### config.mk
export PLATFORM = sky130hd
export DESIGN_NAME = dp_timing_gen
export DESIGN_NICKNAME = d
export VERILOG_FILES = /design/src/rtl/dp_timing_gen.sv
export SDC_FILE = /design/constraint.sdc
export NUM_CORES = 1
export LEC_CHECK = 0
export CORE_AREA = 2 2 73 75
export DETAILED_ROUTE_END_ITERATION = 6
export DIE_AREA = 0 0 75 77
export PLACE_DENSITY = 0.78
export SLEW_MARGIN = 0
export SYNTH_ARGS = -nofsm -noshare
export SYNTH_HDL_FRONTEND = slang
export SYNTH_SLANG_ARGS = --single-unit
### constraint.sdc
create_clock -name clk -period 2.4 [get_ports clk]
set_clock_uncertainty 0.15 [all_clocks]
set_input_delay 0.48 -clock clk [delete_from_list [all_inputs] [get_ports clk]]
set_output_delay 0.48 -clock clk [all_outputs]
set_load 0.05 [all_outputs]
### src/rtl/dp_timing_gen.sv
// Raster timing generator: merges a valid/ready RGB stream onto the {vsync,hsync,den,R,G,B} bus.
// Build option DP_TIMING_GEN_FALLBACK_BARS_EN: colour bars replace black on underflow pixels.
module dp_timing_gen #(
  parameter int H_ACTIVE = 1920,
  parameter int H_FP     = 88,
  parameter int H_SYNC   = 44,
  parameter int H_BP     = 148,
  parameter int V_ACTIVE = 1080,
  parameter int V_FP     = 4,
  parameter int V_SYNC   = 5,
  parameter int V_BP     = 36
) (
  input  logic        clk,
  input  logic        rst_n,
  input  logic        en,
  input  logic        pix_valid,
  input  logic [23:0] pix_data,
  input  logic        clr_underflow,
  output logic        pix_ready,
  output logic [26:0] DPo,
  output logic        frame_start,
  output logic        underflow
);

  // state | meaning
  // IDLE  | counters held at 0, bus driven low, waiting for en
  // RUN   | raster counters advancing; leaves only at the last pixel of a frame
  typedef enum logic {IDLE = 1'b0, RUN = 1'b1} state_t;

  localparam int H_TOTAL = H_ACTIVE + H_FP + H_SYNC + H_BP;
  localparam int V_TOTAL = V_ACTIVE + V_FP + V_SYNC + V_BP;

  localparam logic [11:0] H_ACT  = 12'(H_ACTIVE);
  localparam logic [11:0] HS_BEG = 12'(H_ACTIVE + H_FP);
  localparam logic [11:0] HS_END = 12'(H_ACTIVE + H_FP + H_SYNC);
  localparam logic [11:0] H_LAST = 12'(H_TOTAL - 1);
  localparam logic [10:0] V_ACT  = 11'(V_ACTIVE);
  localparam logic [10:0] VS_BEG = 11'(V_ACTIVE + V_FP);
  localparam logic [10:0] VS_END = 11'(V_ACTIVE + V_FP + V_SYNC);
  localparam logic [10:0] V_LAST = 11'(V_TOTAL - 1);

`ifdef DP_TIMING_GEN_FALLBACK_BARS_EN
  localparam logic [11:0] BAR1 = 12'(H_ACTIVE / 4);
  localparam logic [11:0] BAR2 = 12'(H_ACTIVE / 2);
  localparam logic [11:0] BAR3 = 12'(3 * H_ACTIVE / 4);
`endif

  state_t      state;
  logic [11:0] h_cnt;
  logic [10:0] v_cnt;
  logic        run;
  logic        den_c;
  logic        hs_c;
  logic        vs_c;
  logic        xfer;
  logic        h_last;
  logic        v_last;
  logic [23:0] fill;
  logic [23:0] rgb;

  always_comb begin
    run    = (state == RUN);
    den_c  = run && (h_cnt < H_ACT) && (v_cnt < V_ACT);
    hs_c   = run && (h_cnt >= HS_BEG) && (h_cnt < HS_END);
    vs_c   = run && (v_cnt >= VS_BEG) && (v_cnt < VS_END);
    h_last = (h_cnt == H_LAST);
    v_last = (v_cnt == V_LAST);
    xfer   = den_c && pix_valid;
`ifdef DP_TIMING_GEN_FALLBACK_BARS_EN
    if (h_cnt < BAR1)      fill = 24'hFF0000;
    else if (h_cnt < BAR2) fill = 24'h00FF00;
    else if (h_cnt < BAR3) fill = 24'h0000FF;
    else                   fill = 24'hFFFFFF;
`else
    fill = 24'h000000;
`endif
    // fill only reaches the bus on an active pixel the source failed to supply
    if (xfer)       rgb = pix_data;
    else if (den_c) rgb = fill;
    else            rgb = 24'h000000;
    pix_ready = den_c;
  end

  always_ff @(posedge clk or negedge rst_n) begin
    if (!rst_n) begin
      state       <= IDLE;
      h_cnt       <= '0;
      v_cnt       <= '0;
      DPo         <= '0;
      frame_start <= 1'b0;
      underflow   <= 1'b0;
    end else begin
      DPo         <= {vs_c, hs_c, den_c, rgb};
      frame_start <= run && (h_cnt == '0) && (v_cnt == '0);

      if (den_c && !pix_valid) underflow <= 1'b1;
      else if (clr_underflow)  underflow <= 1'b0;

      case (state)
        IDLE: begin
          h_cnt <= '0;
          v_cnt <= '0;
          if (en) state <= RUN;
        end
        RUN: begin
          if (h_last) begin
            h_cnt <= '0;
            if (v_last) begin
              v_cnt <= '0;
              if (!en) state <= IDLE;
            end else begin
              v_cnt <= v_cnt + 11'd1;
            end
          end else begin
            h_cnt <= h_cnt + 12'd1;
          end
        end
        default: state <= IDLE;
      endcase
    end
  end

endmodule

Yosys cells after proc, flatten, opt, wreduce, memory -nomap -nowiden
Index checks and enable logic that the tools add are counted.
- multiplexer cells: 12
- reductions and logical operators: 14
- $add $sub $neg: 2
- eq/ne operators: 3
- bitwise logic cells: 1
- $lt $le $gt $ge: 6
- operators by type and width (kind ; count):
    two-way mux 24 bit ; 1
    one-hot mux 12 bit (2 select lines) ; 1
    less-than comparator 11 bit (second input constant) ; 2
    two-way mux 11 bit ; 2
    one-hot mux 11 bit (2 select lines) ; 1
    adder 12 x 1 -> 12 bit (second input constant) ; 1
    equality test 12 bit (second input constant) ; 1
    greater-or-equal comparator 12 x 11 -> 1 bit (second input constant) ; 1
    logical NOT 12 bit ; 1
    less-than comparator 12 x 11 -> 1 bit (second input constant) ; 1
    less-than comparator 12 bit (second input constant) ; 1
    two-way mux 12 bit ; 1
    adder 11 x 1 -> 11 bit (second input constant) ; 1
    equality test 11 bit (second input constant) ; 1
    greater-or-equal comparator 11 bit (second input constant) ; 1
    logical NOT 11 bit ; 1
    logical AND 1 bit ; 10
    two-way mux 1 bit ; 5
    inequality test 2 x 1 -> 1 bit (second input constant) ; 1
    one-hot mux 1 bit (2 select lines) ; 1
    nonzero test 2 bit ; 1
    logical NOT 1 bit ; 1
    inverter 1 bit ; 1
- flip-flop bits (word level): 53
- output and inout port bits: 30
- input bits: 29

Longest topological paths before layout
- depth after elaboration: 5
- mapped depth: 6
- gate-level depth less buffers: 6

Least setup slack after synthesis
OpenSTA, ideal clock, no wires.
- kind: reg-to-output
- from: register v_cnt[6]
- to: output pix_ready
- data required time: 1770 ps
- data arrival time: 1599 ps
- setup slack: 171 ps
- cell stages (with the launch flop): 6
- cells stage by stage: dfrtp_1 > clkbuf_1 > or4_1 > o21ai_0 > nand3_1 > inv_1
- word-level cells in the longest chain between the ends: 2
- RTL lines (what ; line ; source):
    from (decl) ; 50 ; logic [10:0] v_cnt;
    from (signal assigned) ; 112 ; v_cnt <= v_cnt + 11'd1;
    less-than comparator 11 bit ; 63 ; den_c = run && (h_cnt < H_ACT) && (v_cnt < V_ACT);
    logical AND 1 bit ; 63 ;
    to (decl) ; 19 ; output logic pix_ready,
Every way passes these cells.

Worst setup path in the final report
- from: register v_cnt[8]
- to: output pix_ready
Same word-level chain as after synthesis.

==> run metrics <==
Post-Synthesis Cells=217; final hold vios=0; clock tree buffer depth=2; clock sink count=53; CP Cell Sequence=or4_4 -> o21ai_4 -> nand3_2 -> inv_2 -> buf_12; vias in the first global route=1820; kind of critical path=flip-flop to output port; r2r setup slk=0.06 ns; grt total ovfl=0; post-route ant nets=0; vias per cell=5.13; Clock Latency Late Sink=0.30 ns; Placement Setup Slack=0.0985 ns; Hold Path Class=flip-flop to flip-flop; worst hold slack=0.341 ns; Cell Area, Synth=between 2000 and 2500 um^2; Max Fanout on Critical Path=2; Final Worst Setup Slack=0.00177 ns; Die ar.=around 5800 um^2; Routed WL=4.97 mm; Least-Margin Pin Slew=0.527 ns; Slew Viols, Final=0; PwrDens=approximately 520 nW/um^2; Max Cap Viol=0; Fin Setup TNS=0 ns; CTS H-tree lvls=2; worst r2r dst=h_cnt[10]; first-pass GRT wire length=about 8.5 mm; Critical R2R Launch=h_cnt[6]; maximum vdd drop=0.000329 V; RSZ-0062 raised after global routing=yes; Worst path max stage delay=roughly 0.56 ns; worst path bufs/invs=2; CP max-delay cell=or4_4; Net Count, Synth=250; Clock transition at path regs=roughly 0.10 ns; Peak Freq=0.417 GHz; drt pass-1 iters=4; routed length per instance=14.0 um; diode count=0; Inserted Clock Buffers=5; number of cell rows=26; Yosys warnings=0; 1st-iter DRT viols=57; LEAKAGE=1.34 nW; Tmin final=2.40 ns; Nets=around 320; DRC violations left=0; CORE AREA=between 4000 and 5000 um^2; synthesis-to-finish area growth=36.0%; port bufs=58; GRT Overall Usage=19.3%; IO Count=59; Crit path required time=1.77 ns; Die H=between 70 and 80 um; DR vias=1816; CTS tree=done; syn_area_per_cell=10.6 um^2; layout cells sized above 1=9.51%; worst reg2reg path depth=5; Detailed Place HPWL=between 3 and 4 mm; Final setup viols=0; hold path depth=1; Min-Delay Endpoint=h_cnt[0]; CP top delay family=simple AND/OR/NAND/NOR gates; critical path startpoint category=flip-flop; final worst path period share=around 100%; Core Util, Final=62.9%; synthesized flop and latch total=between 50 and 60; crit path capture type=output port; post-synthesis sequential area ratio=between 50% and 60%; CP arrival=1.77 ns; Initial Util=a little under half; largest net degree at the start of global routing=25; relative slew slack=64.8%; min-delay src=h_cnt[0]; Die Wd=75 um; distinct cell type count after synthesis=36; outcome=finished clean; Routability Congestion=0.814; Root Buffer=clkbuf_8; antenna violations before repair=0
-- flip-flops by register name, indices dropped and copies added, names as in the netlist --
register / flops
run: 1
v_cnt: 11
h_cnt: 12
frame_start: 1
underflow: 1
DPo: 27
-- how the worst max path moves through the flow --
stage                 to  cells after the start      start
3_5_place_dp   h_cnt[11]                      5  h_cnt[10]
4_1_cts        pix_ready                      5   v_cnt[7]
6_report       pix_ready                      5   v_cnt[8]
2_1_floorplan  pix_ready                      5   v_cnt[6]
5_1_grt        pix_ready                      5   v_cnt[7]
3_3_place_gp         run                      4  h_cnt[10]
-- final cells by class --
cell class / count / area (um^2)
fillers: 407 / 1850
flip-flops and latches: 53 / 1330
multi-input cells: 146 / 926
repair buffers: 69 / 671
well taps: 70 / 87.6
clock buffers: 5 / 68.8
inverters: 8 / 30.0
clock inverters: 3 / 21.3
-- kinds of logic after synthesis --
logic type               count (synthesis)  synth area share (%)
AND/OR/NAND/NOR                        106                  26.6
adder cells (fa/ha/maj)                  4                  2.17
XOR/XNOR                                11                  4.19
buffers and inverters                   18                  3.04
flip-flops                              53                  57.6
AO/OA/AOI/OAI                           25                  6.41
-- routing by layer --
| metal | GRT usage (%) | wire length [um] |
|---|---|---|
| met1 | 24.9 | 2060 |
| met2 | 31.8 | 2610 |
| met3 | 3.55 | 227 |
| met4 | 6.96 | 78 |
| met5 | 0 | 0 |
-- Yosys cell counts (all sizes together) --
library cell,number,area share (%)
nor3,5,1.1
dfrtp,53,58
nand2,9,1.5
nor2,15,2.4
or4,3,1.1
nand2b,2,0.54
o22ai,1,0.27
or3b,1,0.38
a21oi,6,1.3
and2,27,7.3
o211ai,1,0.33
nand3,14,3.0
a31oi,7,1.9
xor2,3,1.1
or3,5,1.4
xnor2,8,3.0
and4,2,0.76
o21ai,9,2.1
ha,4,2.2
and3,5,1.4
clkbuf,8,1.4
nor2b,2,0.54
nand4,8,2.2
nor4,4,1.4
o41a,1,0.49
inv,8,1.3
nor4bb,1,0.43
buf,2,0.38
nand4b,1,0.38
nor4b,2,0.76
-- layout by cell type (no fill, tap or decap), types with 2 or more instances in the layout --
cell	netlist	routed
nor2_1	15	15
nor4_1	3	3
nand4_1	8	8
xnor2_1	8	8
buf_4	0	10
xor2_1	3	3
a31oi_1	7	7
dfrtp_1	53	53
ha_1	4	4
nand2b_1	2	2
nand2_1	9	9
nor3_1	5	5
o21ai_0	8	7
inv_1	8	7
and3_1	5	5
a21oi_1	6	6
and4_1	2	2
clkdlybuf4s50_1	0	56
nor4b_1	2	2
or4_4	1	2
nor2b_1	2	2
nand3_1	14	13
and2_1	26	26
clkbuf_8	0	5
or3_1	5	5
-- power by group --
| group | switching [W] | internal [W] |
|---|---|---|
| clock | 0.000293 | 0.000207 |
| combinational | 0.000120 | 0.0000892 |
| sequential | 0.00000600 | 0.000914 |
-- repair_timing --
action	4_1_cts	5_1_grt
gates resized for setup	4	2
endpoints found under the hold margin	19	0
pin swaps	1	2
setup endpoints to repair	1	8
hold buffers	1	0
buffers inserted	2	1
-- through the flow --
step	instance area (um^2)	cells	total power, W
global route	3130	354	0.00170
finish	3130	354	0.00163
CTS	3110	353	0.00164
detailed placement	2990	342	0.00115
global placement	2990	342	0.00115
floorplan	2300	217	0.00104
Note: power is estimated with default switching activity, not from simulation.
